==> src/rtl/traffic_spawner.sv <==
// Per-round traffic controller: seeds lane speed/direction, then releases cars per lane on LFSR-randomised gaps.
// Optional build macro TRAFFIC_RANDOM_DIR_EN draws each lane direction from the LFSR instead of lane parity.
module traffic_spawner #(
    parameter int unsigned NUM_LANES      = 4,
    parameter int unsigned SLOTS_PER_LANE = 3,
    parameter logic [9:0]  LANE_Y0        = 10'd120,
    parameter logic [9:0]  LANE_PITCH     = 10'd32,
    parameter int unsigned LANE_STAGGER   = 4,
    parameter int unsigned GAP_MIN        = 40,
    parameter logic [9:0]  SPAWN_X_LEFT   = 10'd740,
    parameter logic [9:0]  SPAWN_X_RIGHT  = 10'd51
) (
    input  logic                                    i_frame_clk,
    input  logic                                    i_reset,
    input  logic                                    i_game_active,
    input  logic [1:0]                              i_level,
    output logic [NUM_LANES*SLOTS_PER_LANE-1:0]     o_spawn_enable,
    output logic [NUM_LANES*SLOTS_PER_LANE-1:0]     o_face_left,
    output logic [2*NUM_LANES*SLOTS_PER_LANE-1:0]   o_type,
    output logic [3*NUM_LANES*SLOTS_PER_LANE-1:0]   o_speed,
    output logic [10*NUM_LANES*SLOTS_PER_LANE-1:0]  o_spawn_x,
    output logic [10*NUM_LANES*SLOTS_PER_LANE-1:0]  o_spawn_y,
    output logic                                    o_running
);
    localparam int unsigned N  = NUM_LANES * SLOTS_PER_LANE;
    localparam int unsigned LW = (NUM_LANES > 1) ? $clog2(NUM_LANES) : 1;
    localparam int unsigned CW = $clog2(SLOTS_PER_LANE + 1);
    localparam int unsigned TW = 10;
    localparam logic [15:0] LFSR_SEED = 16'hACE1;
    localparam logic [15:0] LFSR_MASK = 16'hB400;

    typedef enum logic [1:0] {S_IDLE, S_SEED, S_RUN, S_CLEAR} state_t;

    state_t          r_state;
    state_t          w_state_nxt;
    logic [15:0]     r_lfsr;
    logic [15:0]     w_lfsr_nxt;
    logic [LW-1:0]   r_lane_idx;
    logic [CW-1:0]   r_count [NUM_LANES];
    logic [TW-1:0]   r_timer [NUM_LANES];
    logic [N-1:0]    r_spawn_enable;
    logic [N-1:0]    r_face_left;
    logic [2*N-1:0]  r_type;
    logic [3*N-1:0]  r_speed;
    logic [10*N-1:0] r_spawn_x;
    logic [10*N-1:0] r_spawn_y;
    logic            r_running;

    logic [NUM_LANES-1:0] w_lane_dir;
    logic [2:0]           w_lane_speed [NUM_LANES];
    logic [1:0]           w_lane_type  [NUM_LANES];
    logic [TW-1:0]        w_reload     [NUM_LANES];

    // r(j): LFSR bit j mod 16, taken before this frame's advance
    function automatic logic rbit(input logic [15:0] v, input int j);
        return v[4'(j)];
    endfunction

    function automatic logic [2:0] lane_speed(input logic [15:0] v, input int l, input logic [1:0] lvl);
        logic [2:0] base;
        logic [3:0] sum;
        base = {rbit(v, 3*l + 2), rbit(v, 3*l + 1), rbit(v, 3*l)};
        if (base == 3'd0) base = 3'd1;
        sum = 4'(base) + 4'(lvl);
        return (sum > 4'd7) ? 3'd7 : sum[2:0];
    endfunction

    assign w_lfsr_nxt = {1'b0, r_lfsr[15:1]} ^ (r_lfsr[0] ? LFSR_MASK : 16'h0000);

    // Per-lane random draws for seeding and spawning
    always_comb begin
        for (int l = 0; l < NUM_LANES; l++) begin
`ifdef TRAFFIC_RANDOM_DIR_EN
            w_lane_dir[l] = rbit(r_lfsr, 15 - l);
`else
            w_lane_dir[l] = ((l % 2) == 0);
`endif
            w_lane_speed[l] = lane_speed(r_lfsr, l, i_level);
            w_lane_type[l]  = {rbit(r_lfsr, 2*l + 1), rbit(r_lfsr, 2*l)};
            w_reload[l]     = TW'(GAP_MIN) +
                              TW'({rbit(r_lfsr, l + 6), rbit(r_lfsr, l + 5), rbit(r_lfsr, l + 4), 3'b000});
        end
    end

    always_ff @(posedge i_frame_clk) begin
        if (i_reset) r_state <= S_IDLE;
        else         r_state <= w_state_nxt;
    end

    always_comb begin
        w_state_nxt = r_state;
        case (r_state)
            S_IDLE:  if (i_game_active) w_state_nxt = S_SEED;
            S_SEED: begin
                if (!i_game_active)                         w_state_nxt = S_CLEAR;
                else if (r_lane_idx == LW'(NUM_LANES - 1)) w_state_nxt = S_RUN;
            end
            S_RUN:   if (!i_game_active) w_state_nxt = S_CLEAR;
            S_CLEAR: w_state_nxt = S_IDLE;
            default: w_state_nxt = S_IDLE;
        endcase
    end

    always_ff @(posedge i_frame_clk) begin
        if (i_reset) begin
            r_lfsr         <= LFSR_SEED;
            r_lane_idx     <= '0;
            r_running      <= 1'b0;
            r_spawn_enable <= '0;
            r_face_left    <= '0;
            r_type         <= '0;
            r_speed        <= '0;
            r_spawn_x      <= '0;
            r_spawn_y      <= '0;
            for (int l = 0; l < NUM_LANES; l++) begin
                r_count[l] <= '0;
                r_timer[l] <= '0;
            end
        end else begin
            r_lfsr    <= w_lfsr_nxt;
            r_running <= (r_state == S_RUN) && (w_state_nxt == S_RUN);
            case (r_state)
                S_IDLE: r_lane_idx <= '0;
                S_SEED: begin
                    r_lane_idx <= r_lane_idx + 1'b1;
                    for (int l = 0; l < NUM_LANES; l++) begin
                        if (r_lane_idx == LW'(l)) begin
                            r_count[l] <= '0;
                            r_timer[l] <= TW'(l * LANE_STAGGER);
                            for (int k = 0; k < SLOTS_PER_LANE; k++) begin
                                r_face_left[l*SLOTS_PER_LANE + k]          <= w_lane_dir[l];
                                r_speed[3*(l*SLOTS_PER_LANE + k) +: 3]     <= w_lane_speed[l];
                                r_spawn_x[10*(l*SLOTS_PER_LANE + k) +: 10] <=
                                    w_lane_dir[l] ? SPAWN_X_LEFT : SPAWN_X_RIGHT;
                                r_spawn_y[10*(l*SLOTS_PER_LANE + k) +: 10] <= 10'(LANE_Y0 + l * LANE_PITCH);
                            end
                        end
                    end
                end
                S_RUN: begin
                    if (w_state_nxt != S_RUN) begin
                        r_spawn_enable <= '0;
                    end else begin
                        // Lanes are independent; several may spawn in the same frame
                        for (int l = 0; l < NUM_LANES; l++) begin
                            if (r_count[l] < CW'(SLOTS_PER_LANE)) begin
                                if (r_timer[l] == '0) begin
                                    for (int k = 0; k < SLOTS_PER_LANE; k++) begin
                                        if (r_count[l] == CW'(k)) begin
                                            r_spawn_enable[l*SLOTS_PER_LANE + k]    <= 1'b1;
                                            r_type[2*(l*SLOTS_PER_LANE + k) +: 2] <= w_lane_type[l];
                                        end
                                    end
                                    r_count[l] <= r_count[l] + 1'b1;
                                    r_timer[l] <= w_reload[l];
                                end else begin
                                    r_timer[l] <= r_timer[l] - 1'b1;
                                end
                            end
                        end
                    end
                end
                S_CLEAR: r_spawn_enable <= '0;
                default: r_spawn_enable <= '0;
            endcase
        end
    end

    assign o_spawn_enable = r_spawn_enable;
    assign o_face_left    = r_face_left;
    assign o_type         = r_type;
    assign o_speed        = r_speed;
    assign o_spawn_x      = r_spawn_x;
    assign o_spawn_y      = r_spawn_y;
    assign o_running      = r_running;

endmodule

==> config.mk <==
export PLATFORM = sky130hd
export DESIGN_NAME = traffic_spawner
export DESIGN_NICKNAME = d
export VERILOG_FILES = /design/src/rtl/traffic_spawner.sv
export SDC_FILE = /design/constraint.sdc
export NUM_CORES = 1
export LEC_CHECK = 0
export BUFFER_PORTS_ARGS = -buffer_cell sky130_fd_sc_hd__buf_2
export CORE_AREA = 2 2 127 129
export CTS_BUF_LIST = sky130_fd_sc_hd__clkbuf_2
export CTS_CLUSTER_DIAMETER = 150
export CTS_CLUSTER_SIZE = 14
export DETAILED_ROUTE_END_ITERATION = 16
export DIE_AREA = 0 0 129 131
export PLACE_DENSITY_LB_ADDON = 0.1
export SLEW_MARGIN = 20
export SYNTH_ARGS = -nofsm -noshare
export SYNTH_HDL_FRONTEND = slang
export SYNTH_SLANG_ARGS = --single-unit
==> constraint.sdc <==
create_clock -name i_frame_clk -period 2.5 [get_ports i_frame_clk]
set_input_delay 0.375 -clock i_frame_clk [delete_from_list [all_inputs] [get_ports i_frame_clk]]
set_output_delay 0.375 -clock i_frame_clk [all_outputs]
set_load 0.01 [all_outputs]
==> results.sh <==
export IMPL_holdPathEnd="o_speed[15]"
export IMPL_finalCritPeriodShare_pct=92.2
export IMPL_ioPinCount=330
export IMPL_critPathBufInv=2
export IMPL_synth_compound_area_share_pct=7.51
export IMPL_critPathSlowestCell="or4b_1"
export IMPL_fin_skew_ns=0.0452
export IMPL_grt_pass1_vias=4306
export IMPL_ir_worst_vdd_uv=377
export IMPL_io_buffers=170
export IMPL_seq_area_frac_synth_pct=36.0
export IMPL_fp_coreArea_um2=15600
export IMPL_drv_cap=0
export IMPL_syn_inst=851
export IMPL_hpwl_um=11200
export IMPL_synth_top_family_by_area="buffers and inverters"
export IMPL_totalWireLength_um=14600
export IMPL_cp_required_ns=2.99
export IMPL_start_util_pct=48.8
export IMPL_clock_latency_ns=0.70
export IMPL_path_cells="inv_1, ha_1, or4b_1, buf_4, nor4_4, a2111oi_0, o32ai_1"
export IMPL_fp_dieArea_um2=16900
export IMPL_synth_mux_area_share_pct=1.71
export IMPL_diodes=0
export IMPL_vias=5028
export IMPL_path_max_fanout=7
export IMPL_critPathCaptureType="flip-flop"
export IMPL_synth_edff_count=40
export IMPL_die_w_um=129
export IMPL_swShare_pct=32.4
export IMPL_maxSlewViolCount=0
export IMPL_worst_slew_pin_slew_ns=0.787
export IMPL_ys_ff_latch=117
export IMPL_wire_per_inst_um=12.8
export IMPL_period_minus_slack_ns=2.31
export IMPL_p_int_mw=2.71
export IMPL_arrival_ns=2.80
export IMPL_leakage_nw=3.73
export IMPL_utilization_pct=48.0
export IMPL_r2r_start="r_timer[1][0]"
export IMPL_synth_cell_area_um2=7610
export IMPL_worstHoldStart="i_level[0]"
export IMPL_syn_avg_cell_area_um2=8.94
export IMPL_pwr_share_comb_pct=19.2
export IMPL_yosys_area_top_type="buf_4"
export IMPL_drtAntennaViolNets=0
export IMPL_clk_pin_slew_ns=0.16
export IMPL_hold_depth=4
export IMPL_synth_common_cells="buf_4 (276), dfxtp_1 (77), nor2_1 (60), nand2_1 (52), edfxtp_1 (40)"
export IMPL_path_class="flip-flop to flip-flop"
export IMPL_die_h_um=131
export IMPL_cts_setup_buffers=0
export IMPL_antenna_found_initial=0
export IMPL_r2r_end="r_timer[1][2]"
export IMPL_firstDrtPassIters=4
export IMPL_ys_async_sr_fraction_pct=0
export IMPL_grt_overflow_total=0
export IMPL_synth_fa_ha_area_share_pct=5.79
export IMPL_cts_buffer_depth=2
export IMPL_post_route_cells_drive_above_1_share_pct=24.7
export IMPL_pwr_density_cell_nw_per_um2=535
export IMPL_r2r_slack_ns=0.19
export IMPL_cp_top_family="simple AND/OR/NAND/NOR gates"
export IMPL_synthFlopType="dfxtp_1"
export IMPL_status="completed"
export IMPL_p_sw_mw=1.30
export IMPL_clock_power_share_pct=26.3
export IMPL_place_gp_congestion=0.815
export IMPL_cts_buffers=17
export IMPL_setup_viol=0
export IMPL_synth_top_cell_area_share_pct=27.2
export IMPL_grt_pass1_wl_um=21900
export IMPL_synthSimpleGateAreaFrac_pct=14.9
export IMPL_track_usage_pct=16.8
export IMPL_start_kind="flip-flop"
export IMPL_tritoncts="yes"
export IMPL_rsz0062_at_grt="false"
export IMPL_nets=955
export IMPL_clockRootBuffer="clkbuf_2"
export IMPL_syn2layout_area_growth_pct=-1.68
export IMPL_cpPeakStageDelay_ns=0.53
export IMPL_routed_via_density=4.39
export IMPL_worst_r2r_path_depth=7
export IMPL_drtIter0Drc=221
export IMPL_grt_max_degree=32
export IMPL_max_freq_mhz=434
export IMPL_rows=46
export IMPL_synth_cell_types=58
export IMPL_ys_warnings_count=0
export IMPL_clock_sinks=117
export IMPL_synth_area_leaders="buf_4 (27%), dfxtp_1 (20%), edfxtp_1 (16%)"
export IMPL_slew_limit_headroom_pct=47.5
export IMPL_hold_violations=0
export IMPL_yosysMostFrequentCell="buf_4"
export IMPL_drc_errors=0
export IMPL_synth_xor_area_share_pct=3.91
export IMPL_htree_num_levels=4
export IMPL_hp_class="input port to flip-flop"
export IMPL_power_frac_seq_pct=54.6
export IMPL_setup_tns_final_ns=0
==> layout make-up <==
type	instances	area [µm²]
Fill cell	1562	8110
Sequential cell	117	2740
Clock inverter	8	61.3
Inverter	32	120
Tap cell	216	270
Timing Repair Buffer	189	998
Multi-Input combinational cell	559	3170
Clock buffer	24	120
==> worst max-delay path by stage <==
| stage | cells after the start | start | endpoint | slack, ns |
|---|---|---|---|---|
| finish | 7 | r_timer[1][0] | r_timer[1][2] | 0.19 |
| global route | 7 | r_timer[1][0] | r_timer[1][2] | 0.06 |
| CTS | 7 | r_timer[1][0] | r_timer[1][2] | 0.21 |
| detailed placement | 6 | r_timer[1][0] | r_timer[1][2] | 0.28 |
| global placement | 6 | r_timer[1][0] | r_timer[1][2] | 0.30 |
| floorplan | 7 | r_timer[1][0] | r_timer[1][2] | 0.36 |
==> cell families after synthesis <==
logic type      Yosys count
flops                   117
fa+ha+maj                34
buf+inv                 333
other cells               1
simple gates            223
mux                      13
xor+xnor                 34
compound gates           96
==> layer usage <==
metal  routed length [µm]  track usage, %  up-vias
met2                 7210            28.4      157
met5                    0               0        -
met4                  185            5.56        0
met1                 6540            21.2     2321
li1                     -               -     2536
met3                  682            4.15       14
==> cell usage in the layout, fill, tap and decap left out, types with 2 or more instances in the layout <==
master,count
buf_4,17
or3_1,10
o22ai_1,3
and3_1,4
a2111oi_0,2
nand2b_1,6
or4_1,4
clkbuf_2,24
nand3_1,20
nand2_1,52
clkinv_1,3
edfxtp_1,40
a21oi_1,34
inv_1,32
ha_1,32
or2_2,8
o21ai_0,16
a21o_1,2
xor2_1,8
and2_1,5
o21bai_1,2
nor4_1,11
nor3_1,14
dfxtp_1,77
a31oi_1,12
xnor2_1,26
o21ai_1,6
and4_1,2
fa_1,2
a211oi_1,5
buf_2,170
conb_1,159
mux2i_1,13
nor2_1,60
nor2b_1,13
o31ai_1,5
dlygate4sd3_1,2
clkinv_2,4
==> worst reg2reg max path, stage by stage (launching register included) <==
cell	delay (ns)
edfxtp_1	0.43
inv_1	0.08
ha_1	0.19
or4b_1	0.53
buf_4	0.20
nor4_4	0.34
a2111oi_0	0.12
o32ai_1	0.24
==> stage by stage <==
stage | total power [mW] | cells | hold slack, ns | setup WS (ns) | area (µm²)
after floorplan | 3.05 | 1009 | 0.389 | 0.359 | 8200
after global placement | 2.99 | 1111 | 0.391 | 0.304 | 7280
after detailed placement | 2.99 | 1111 | 0.393 | 0.282 | 7280
after CTS | 4.04 | 1145 | 0.0671 | 0.206 | 7480
after global routing | 4.25 | 1145 | 0.0827 | 0.0621 | 7480
final | 4.00 | 1145 | 0.120 | 0.194 | 7480
==> registers in the layout, summed over array words and instances, names as in the netlist <==
register        cells
o_running           1
r_count             8
r_state             2
r_lfsr             16
o_spawn_enable     12
r_lane_idx          2
o_spawn_y           2
r_timer            40
o_speed             8
o_face_left         2
o_type             24
==> power by group through the flow <==
stage / registers (mW) / clock network [mW] / logic, mW
after floorplan: 2.20 / 0 / 0.853
after global placement: 2.23 / 0 / 0.767
after detailed placement: 2.23 / 0 / 0.763
after CTS: 2.19 / 1.09 / 0.767
after global routing: 2.21 / 1.17 / 0.866
final: 2.18 / 1.05 / 0.768
==> repair_timing <==
| item | in CTS | in global routing |
|---|---|---|
| hold buffers | 2 | 0 |
| gates resized for setup | 0 | 0 |
| endpoints found under the hold margin | 2 | 0 |
(Power assumes the default switching activity.)
